--- src/rtl/cosine_datapath.sv ---
// cosine_datapath: Taylor-series cos(x) datapath paced by the controlUnit state word; RANGE_REDUCE_EN folds x into [-PI, PI].
// Latency 2*N+1 cycles from start to done for N terms; no backpressure, stop tells controlUnit when to finish.
module cosine_datapath #(
  parameter int DATA_W    = 18,
  parameter int FRAC_W    = 15,
  parameter int MAX_TERMS = 8,
  parameter int EPS       = 2
) (
  input  logic                     clk,
  input  logic                     rst,
  input  logic [3:0]               state,
  input  logic signed [DATA_W-1:0] x_in,
  output logic                     stop,
  output logic signed [DATA_W-1:0] cos_out,
  output logic [DATA_W-1:0]        err_out,
  output logic                     done
);

  // term and x2 carry 4 extra integer bits: x^2/2 reaches ~8 at |x| = 4
  localparam int TW = DATA_W + 4;
  localparam int RF = FRAC_W + 8;
  localparam int PW = 2 * TW;
  localparam int QW = PW + RF;

  localparam logic signed [TW-1:0] ONE     = TW'(longint'(1) << FRAC_W);
  localparam logic [3:0]           K_MAX   = 4'(MAX_TERMS);
  localparam logic [TW-1:0]        EPS_T   = TW'(EPS);
  localparam logic signed [TW:0]   SUM_MAX = (TW+1)'((longint'(1) << (DATA_W-1)) - 1);
  localparam logic signed [TW:0]   SUM_MIN = ~SUM_MAX;
  localparam logic [TW-1:0]        ERR_MAX = TW'((longint'(1) << DATA_W) - 1);

  typedef enum logic [3:0] {
    ST_STANDBY  = 4'd0,
    ST_ALERT    = 4'd1,
    ST_START    = 4'd2,
    ST_ACCUM    = 4'd3,
    ST_DIST     = 4'd4,
    ST_REMULT   = 4'd5
  } cu_state_e;

  // Reciprocals carry 8 guard bits so rounding of 1/12 and 1/30 does not bias the result by tens of LSBs
  function automatic logic [RF-1:0] recip_val(input int i);
    longint d;
    if (i < 1 || i >= MAX_TERMS) return '0;
    d = longint'(2*i - 1) * longint'(2*i);
    return RF'(((longint'(1) << RF) + d / 2) / d);
  endfunction

  cu_state_e                st;
  logic signed [DATA_W-1:0] x_r, x_red, sum, sum_next;
  logic signed [TW-1:0]     x2, term, term_next;
  logic [TW-1:0]            term_abs;
  logic [3:0]               k;
  logic [RF-1:0]            recip_rom [16];
  logic signed [2*DATA_W-1:0] xr_w;
  logic signed [PW-1:0]     term_w, x2_w, p1;
  logic signed [QW-1:0]     p1_w, rcp_w;
  logic signed [TW:0]       sum_wide;
  logic [DATA_W-1:0]        err_next;

  for (genvar i = 0; i < 16; i++) begin : g_rom
    assign recip_rom[i] = recip_val(i);
  end

`ifdef RANGE_REDUCE_EN
  localparam int XW = DATA_W + 4;
  localparam longint PI_Q     = ((64'sd3373259426 * (longint'(1) << FRAC_W)) + (longint'(1) << 29)) >>> 30;
  localparam longint TWO_PI_Q = ((64'sd6746518852 * (longint'(1) << FRAC_W)) + (longint'(1) << 29)) >>> 30;
  localparam logic signed [XW-1:0] PI_X     = XW'(PI_Q);
  localparam logic signed [XW-1:0] TWO_PI_X = XW'(TWO_PI_Q);

  logic signed [XW-1:0] x_ext;

  always_comb begin
    x_ext = XW'(x_in);
    if (x_ext > PI_X)
      x_red = DATA_W'(x_ext - TWO_PI_X);
    else if (x_ext < -PI_X)
      x_red = DATA_W'(x_ext + TWO_PI_X);
    else
      x_red = x_in;
  end
`else
  assign x_red = x_in;
`endif

  assign st       = cu_state_e'(state);
  assign xr_w     = (2*DATA_W)'(x_r);
  assign term_abs = term[TW-1] ? -term : term;
  assign stop     = (k == 4'd0) | (term_abs < EPS_T) | (k == K_MAX);

  assign term_w    = PW'(term);
  assign x2_w      = PW'(x2);
  assign p1        = (term_w * x2_w) >>> FRAC_W;
  assign p1_w      = QW'(p1);
  assign rcp_w     = $signed(QW'(recip_rom[k]));
  assign term_next = TW'((-(p1_w * rcp_w)) >>> RF);

  assign sum_wide = (TW+1)'(sum) + (TW+1)'(term);
  assign sum_next = (sum_wide > SUM_MAX) ? SUM_MAX[DATA_W-1:0] :
                    (sum_wide < SUM_MIN) ? SUM_MIN[DATA_W-1:0] : sum_wide[DATA_W-1:0];
  assign err_next = (term_abs > ERR_MAX) ? '1 : term_abs[DATA_W-1:0];

  always_ff @(posedge clk) begin
    if (rst) begin
      x_r     <= '0;
      x2      <= '0;
      term    <= '0;
      sum     <= '0;
      k       <= '0;
      cos_out <= '0;
      err_out <= '0;
      done    <= 1'b0;
    end else begin
      done <= 1'b0;
      case (st)
        ST_START: begin
          x_r  <= x_red;
          term <= ONE;
          sum  <= '0;
          k    <= 4'd1;
        end
        // x2 is squared from the registered angle here, one stage ahead of the first remult
        ST_ACCUM: begin
          sum <= sum_next;
          x2  <= TW'((xr_w * xr_w) >>> FRAC_W);
        end
        ST_DIST: begin
          cos_out <= sum;
          err_out <= err_next;
          done    <= 1'b1;
        end
        ST_REMULT: begin
          term <= term_next;
          k    <= k + 4'd1;
        end
        default: ;
      endcase
    end
  end

endmodule

--- config.mk ---
export PLATFORM = sky130hd
export DESIGN_NAME = cosine_datapath
export DESIGN_NICKNAME = d
export VERILOG_FILES = /design/src/rtl/cosine_datapath.sv
export SDC_FILE = /design/constraint.sdc
export NUM_CORES = 2
export LEC_CHECK = 0
export CORE_ASPECT_RATIO = 0.7
export CORE_UTILIZATION = 42
export CTS_CLUSTER_SIZE = 12
export DETAILED_ROUTE_END_ITERATION = 16
export PLACE_DENSITY_LB_ADDON = 0.15
export SLEW_MARGIN = 10
export SYNTH_ARGS = -nofsm -noshare
export SYNTH_HDL_FRONTEND = slang
export SYNTH_SLANG_ARGS = --single-unit
--- constraint.sdc ---
create_clock -name clk -period 15.6 [get_ports clk]
set_input_delay 3.12 -clock clk [delete_from_list [all_inputs] [get_ports clk]]
set_output_delay 3.12 -clock clk [all_outputs]
set_load 0.1 [all_outputs]
# == Word level (Yosys, flattened, before mapping) ==
# Memory sizes are Yosys's and may differ from the RTL's.
# Cells that the tools add are included.
# op_classes
n_addsub,4
n_mul,3
magnitude_cmp,5
eq_ne,5
mux,10
n_bitwise,3
n_reduce_logical,3
# op_table
op,count
18-bit 2-to-1 mux,3
23-bit 2-to-1 mux,2
28-bit by 24-bit multiplier with 45-bit output,1
45-bit negation,1
22-bit one-hot mux with 2 select lines,1
22-bit by 21-bit multiplier with 43-bit output,1
18-bit by 18-bit multiplier with 36-bit output,1
18-bit one-hot mux with 2 select lines,1
18-bit by 22-bit adder with 23-bit output,1
23-bit by 18-bit > comparator with 1-bit output (second input constant),1
23-bit by 18-bit < comparator with 1-bit output (second input constant),1
22-bit by 18-bit > comparator with 1-bit output (second input constant),1
22-bit by 2-bit < comparator with 1-bit output (second input constant),1
22-bit 2-to-1 mux,1
22-bit negation,1
4-bit by 2-bit equality test with 1-bit output (second input constant),2
4-bit by 3-bit equality test with 1-bit output (second input constant),2
4-bit one-hot mux with 2 select lines,1
5-bit greater-or-equal comparator (second input constant),1
4-bit inverter with 5-bit output,1
4-bit by 1-bit adder with 4-bit output (second input constant),1
4-bit equality test (second input constant),1
4-bit zero test,1
2-bit nonzero test,2
other kinds (2),3
# totals
reg_bits,120
rom_bits,368
output_inout_bits,38
n_memories,1
# memory_table
name,depth,width,rd,rd_clocked_by_memory_dff,wr,line,rtl
(name not given),16,23,1,0,0,96,assign rcp_w = $signed(QW'(recip_rom[k]));

# == Depth between registers and ports, before layout ==
# logic_depth
word_depth,7
ltp_mapped,56

# == Worst setup path after synthesis ==
# No wires, ideal clock.
# synth_path
path_kind,reg-to-reg
start,register term[10]
end,register term[21]
arrival_ps,13264
required_time_ps,15483
slack_ps,2219
stages_incl_launch_ff,53
n_path_buf,3
period_less_slack_ps,13381
cell_sequence,dfxtp_1 clkbuf_1 clkbuf_1 nand2_1 fa_1 fa_1 fa_1 fa_1 inv_1 fa_1 fa_1 inv_1 fa_1 inv_1 ha_1 a21o_1 a21oi_1 o21ai_0 [17 not listed] fa_1 inv_1 fa_1 inv_1 fa_1 ha_1 and3_1 and2_1 o2111ai_1 or2_2 a31oi_1 a21oi_1 o21ai_1 a21oi_1 o221ai_1 xnor2_1 xnor3_1 a22o_1
# synth_via
elab_chain_len,4
# synth_rtl
element,line,rtl
start: declaration,51,"logic signed [TW-1:0] x2, term, term_next;"
start signal: assignment,134,term <= term_next;
22-bit by 21-bit multiplier with 43-bit output,94,assign p1 = (term_w * x2_w) >>> FRAC_W;
28-bit by 24-bit multiplier with 45-bit output,97,assign term_next = TW'((-(p1_w * rcp_w)) >>> RF);
45-bit negation,97,
22-bit one-hot mux with 2 select lines,116,case (st)
# No other way between the ends.
# A chain may end at the register's enable or synchronous reset.

# == Final worst setup path ==
# layout_path
start,register term[10]
end,register term[17]
# Same word-level chain as after synthesis.

==> impl_metrics.toml <==
[clock_tree]
post_cts_buffers = 0
clk_latency_ns = 0.47
clock-root-buffer = "clkbuf_16"
clockBufferDepth = 2
ctsHoldBuffers = 0
cts.clk_slew.worst_paths_ns = 0.07
cts_resized = 0
clock-sinks = 120
cts_tree = "yes"
htreeDepth = 4
cts_buffers = 17

[yosys]
synth.avg_cell_area_um2 = 9.00
syn-cell-area_um2 = 51500
synth_edf_count = 0
yosysWarnings = 0
async_flop_share_pct = 0
ys_ff_latch = 120
syn_nets = 7466
synth_ff_type = "dfxtp_1"
ys_types = 78
ys_top_cells_by_area = "fa_1, inv_1, ha_1"
synth_top_area_cell = "fa_1"
ys_seq_area_share_pct = 4.66
synth_cells = 5728
synth_top_cell_area_share_pct = 50.3

[timing]
finalClockSkew_ns = 0.0178
period_share_pct = 96.0
grt_setup_unrepaired = "no"
max_freq_mhz = 66.8
setup_viol = 0
worst-slew-pin-transition_ns = 1.22
finalHoldViolCount = 0
finalMaxSlewViolations = 0
setup-tns-final_ns = 0
timing.final.ws_setup_ns = 0.629
relSlewSlack_pct = 18.5
fin_crit_ns = 14.97

[cells_and_area]
drive_gt1_share_pct = 3.83
final_nets = 7449
stdcell_count = 7360
final_common_cell = "inv_1"
fillerInstances = 12000
final_cell_mix = "inv_1, fa_1, nand2_1, ha_1, nor2_1"
area.growth.synth_to_final_pct = 6.55

[worst_setup_path]
required_ns = 15.95
slowest_stage = "or3_1"
critPathMaxStageDelay_ns = 0.59
arrival_ns = 15.32
critical_path_peak_fanout = 20
cp-end-kind = "flip-flop"
crit_path_start_kind = "flip-flop"
crit_top_cell = "fa_1"
setup.worst_path.class = "reg2reg"

[placement]
post-place-ws_ns = 0.398
place_inst = 7327
finalWeightedCongestion = 0.928
port_buffers = 61
dp_hpwl_um = 130000

[power_and_ir_drop]
p_per_area_nw_per_um2 = 19.1
irDropWorstVdd_mv = 0.0551
totalPowerFinal_mw = 1.05
leakagePower_nw = 27.3

[detailed_routing]
drc_errors = 0
viasPerCell = 5.02
wl_per_cell_um = 20.8
first_iter_violations = 2612
ant_nets = 0
vias = 37000
first_pass_iters = 6
drt-total-wl_um = 153000

[global_routing]
grt_pass1_vias = 39800
grt_pass1_wl_um = 242000
overflow = 0
grt_util_all_layers_pct = 26.0
antenna_found_initial = 2
grt_max_degree = 55

[floorplan]
num_rows = 107
fp.dieArea_um2 = 124000
start_util_pct = 42.4
core-area_um2 = 122000
die_height_um = 295
die_w_um = 421
pin_count = 62

[run]
drv_cap = 0

[run_status]
status = "complete, no violations"

[worst_hold_path]
hold_class = "reg2reg"
==> worst max-delay path, delay by kind of cell (launching register included) <==
family / cells / cell delay (ns)
compound gates: 13 / 3.05
xor+xnor: 2 / 0.56
fa+ha+maj: 16 / 7.48
buf+inv: 10 / 0.93
flops: 1 / 0.51
simple gates: 9 / 2.34
==> logic make-up (layout without fill, tap and decap cells) <==
kind of cell / count (synthesis) / count (layout) / share of synthesized area [%]
AOI/OAI and AO/OA: 460 / 460 / 5.95
muxes: 3 / 3 / 0.0607
xor gates and xnor gates: 172 / 172 / 3.03
DFF: 120 / 120 / 4.66
buffers and inverters: 1817 / 1813 / 13.3
adders and majority gates: 1714 / 1714 / 60.4
other: 0 / 1 / 0
and+or+nand+nor: 1442 / 1442 / 12.6
==> path summary, 6_finish.rpt <==
kind | start | cells past startpoint | slack [ns] | endpoint
setup / recovery | term[10] | 50 | 0.63 | term[17]
hold / removal | cos_out[9] | 2 | 0.46 | cos_out[9]
setup reg to reg | term[10] | 50 | 0.63 | term[17]
hold reg to reg | cos_out[9] | 2 | 0.46 | cos_out[9]
==> report_power, final <==
group	leakage [nW]	switching [mW]	total [mW]	internal, mW
sequential	0.981	0.0178	0.330	0.313
clock	0.281	0.192	0.425	0.233
combinational	26.0	0.191	0.293	0.102
total	27.3	0.401	1.05	0.647
==> stage by stage <==
step | area, µm² | hold slack [ns] | util (%)
final | 54900 | 0.461 | 45.1
after global routing | 54900 | 0.488 | 45.1
after CTS | 54900 | 0.466 | 45.1
after detailed placement | 54300 | 0.454 | 44.6
after global placement | 54300 | 0.450 | 44.6
after floorplan | 51500 | 0.449 | -
==> synth_stat cells, drive strengths merged, types with 20 or more instances <==
cell,n
inv,1599
nand3,30
xor2,56
nand2,702
nor2,304
o21ai,70
dfxtp,120
ha,420
nand2b,28
a311oi,20
and2,278
clkbuf,201
a21oi,164
a21o,51
fa,1294
xnor2,113
==> metal layers <==
metal / global-route usage, % / vias up / wire length (µm)
li1: - / 16700 / -
met1: 40.3 / 19000 / 75400
met3: 5.42 / 142 / 12700
met5: 0 / - / 0
met2: 37.6 / 1138 / 63100
met4: 3.92 / 0 / 2120
==> flip-flops by register name, summed over array words and instances, names as in the netlist <==
| register | flops |
|---|---|
| term | 22 |
| done | 1 |
| x2 | 21 |
| sum | 18 |
| x_r | 18 |
| err_out | 18 |
| k | 4 |
| cos_out | 18 |
==> area by class of cell <==
| class | count | area, µm² | share of cell area [%] |
|---|---|---|---|
| clock buffer | 19 | 453 | 0.825 |
| timing repair buffer | 180 | 1500 | 2.73 |
| antenna | 1 | 2.50 | 0.00456 |
| clock inverter | 13 | 136 | 0.248 |
| tap | 1635 | 2050 | 3.72 |
| inverter | 1601 | 6010 | 10.9 |
| multi-input combinational | 3791 | 42300 | 77.1 |
| sequential | 120 | 2430 | 4.43 |
No activity file was read; power rests on OpenSTA's default activity.
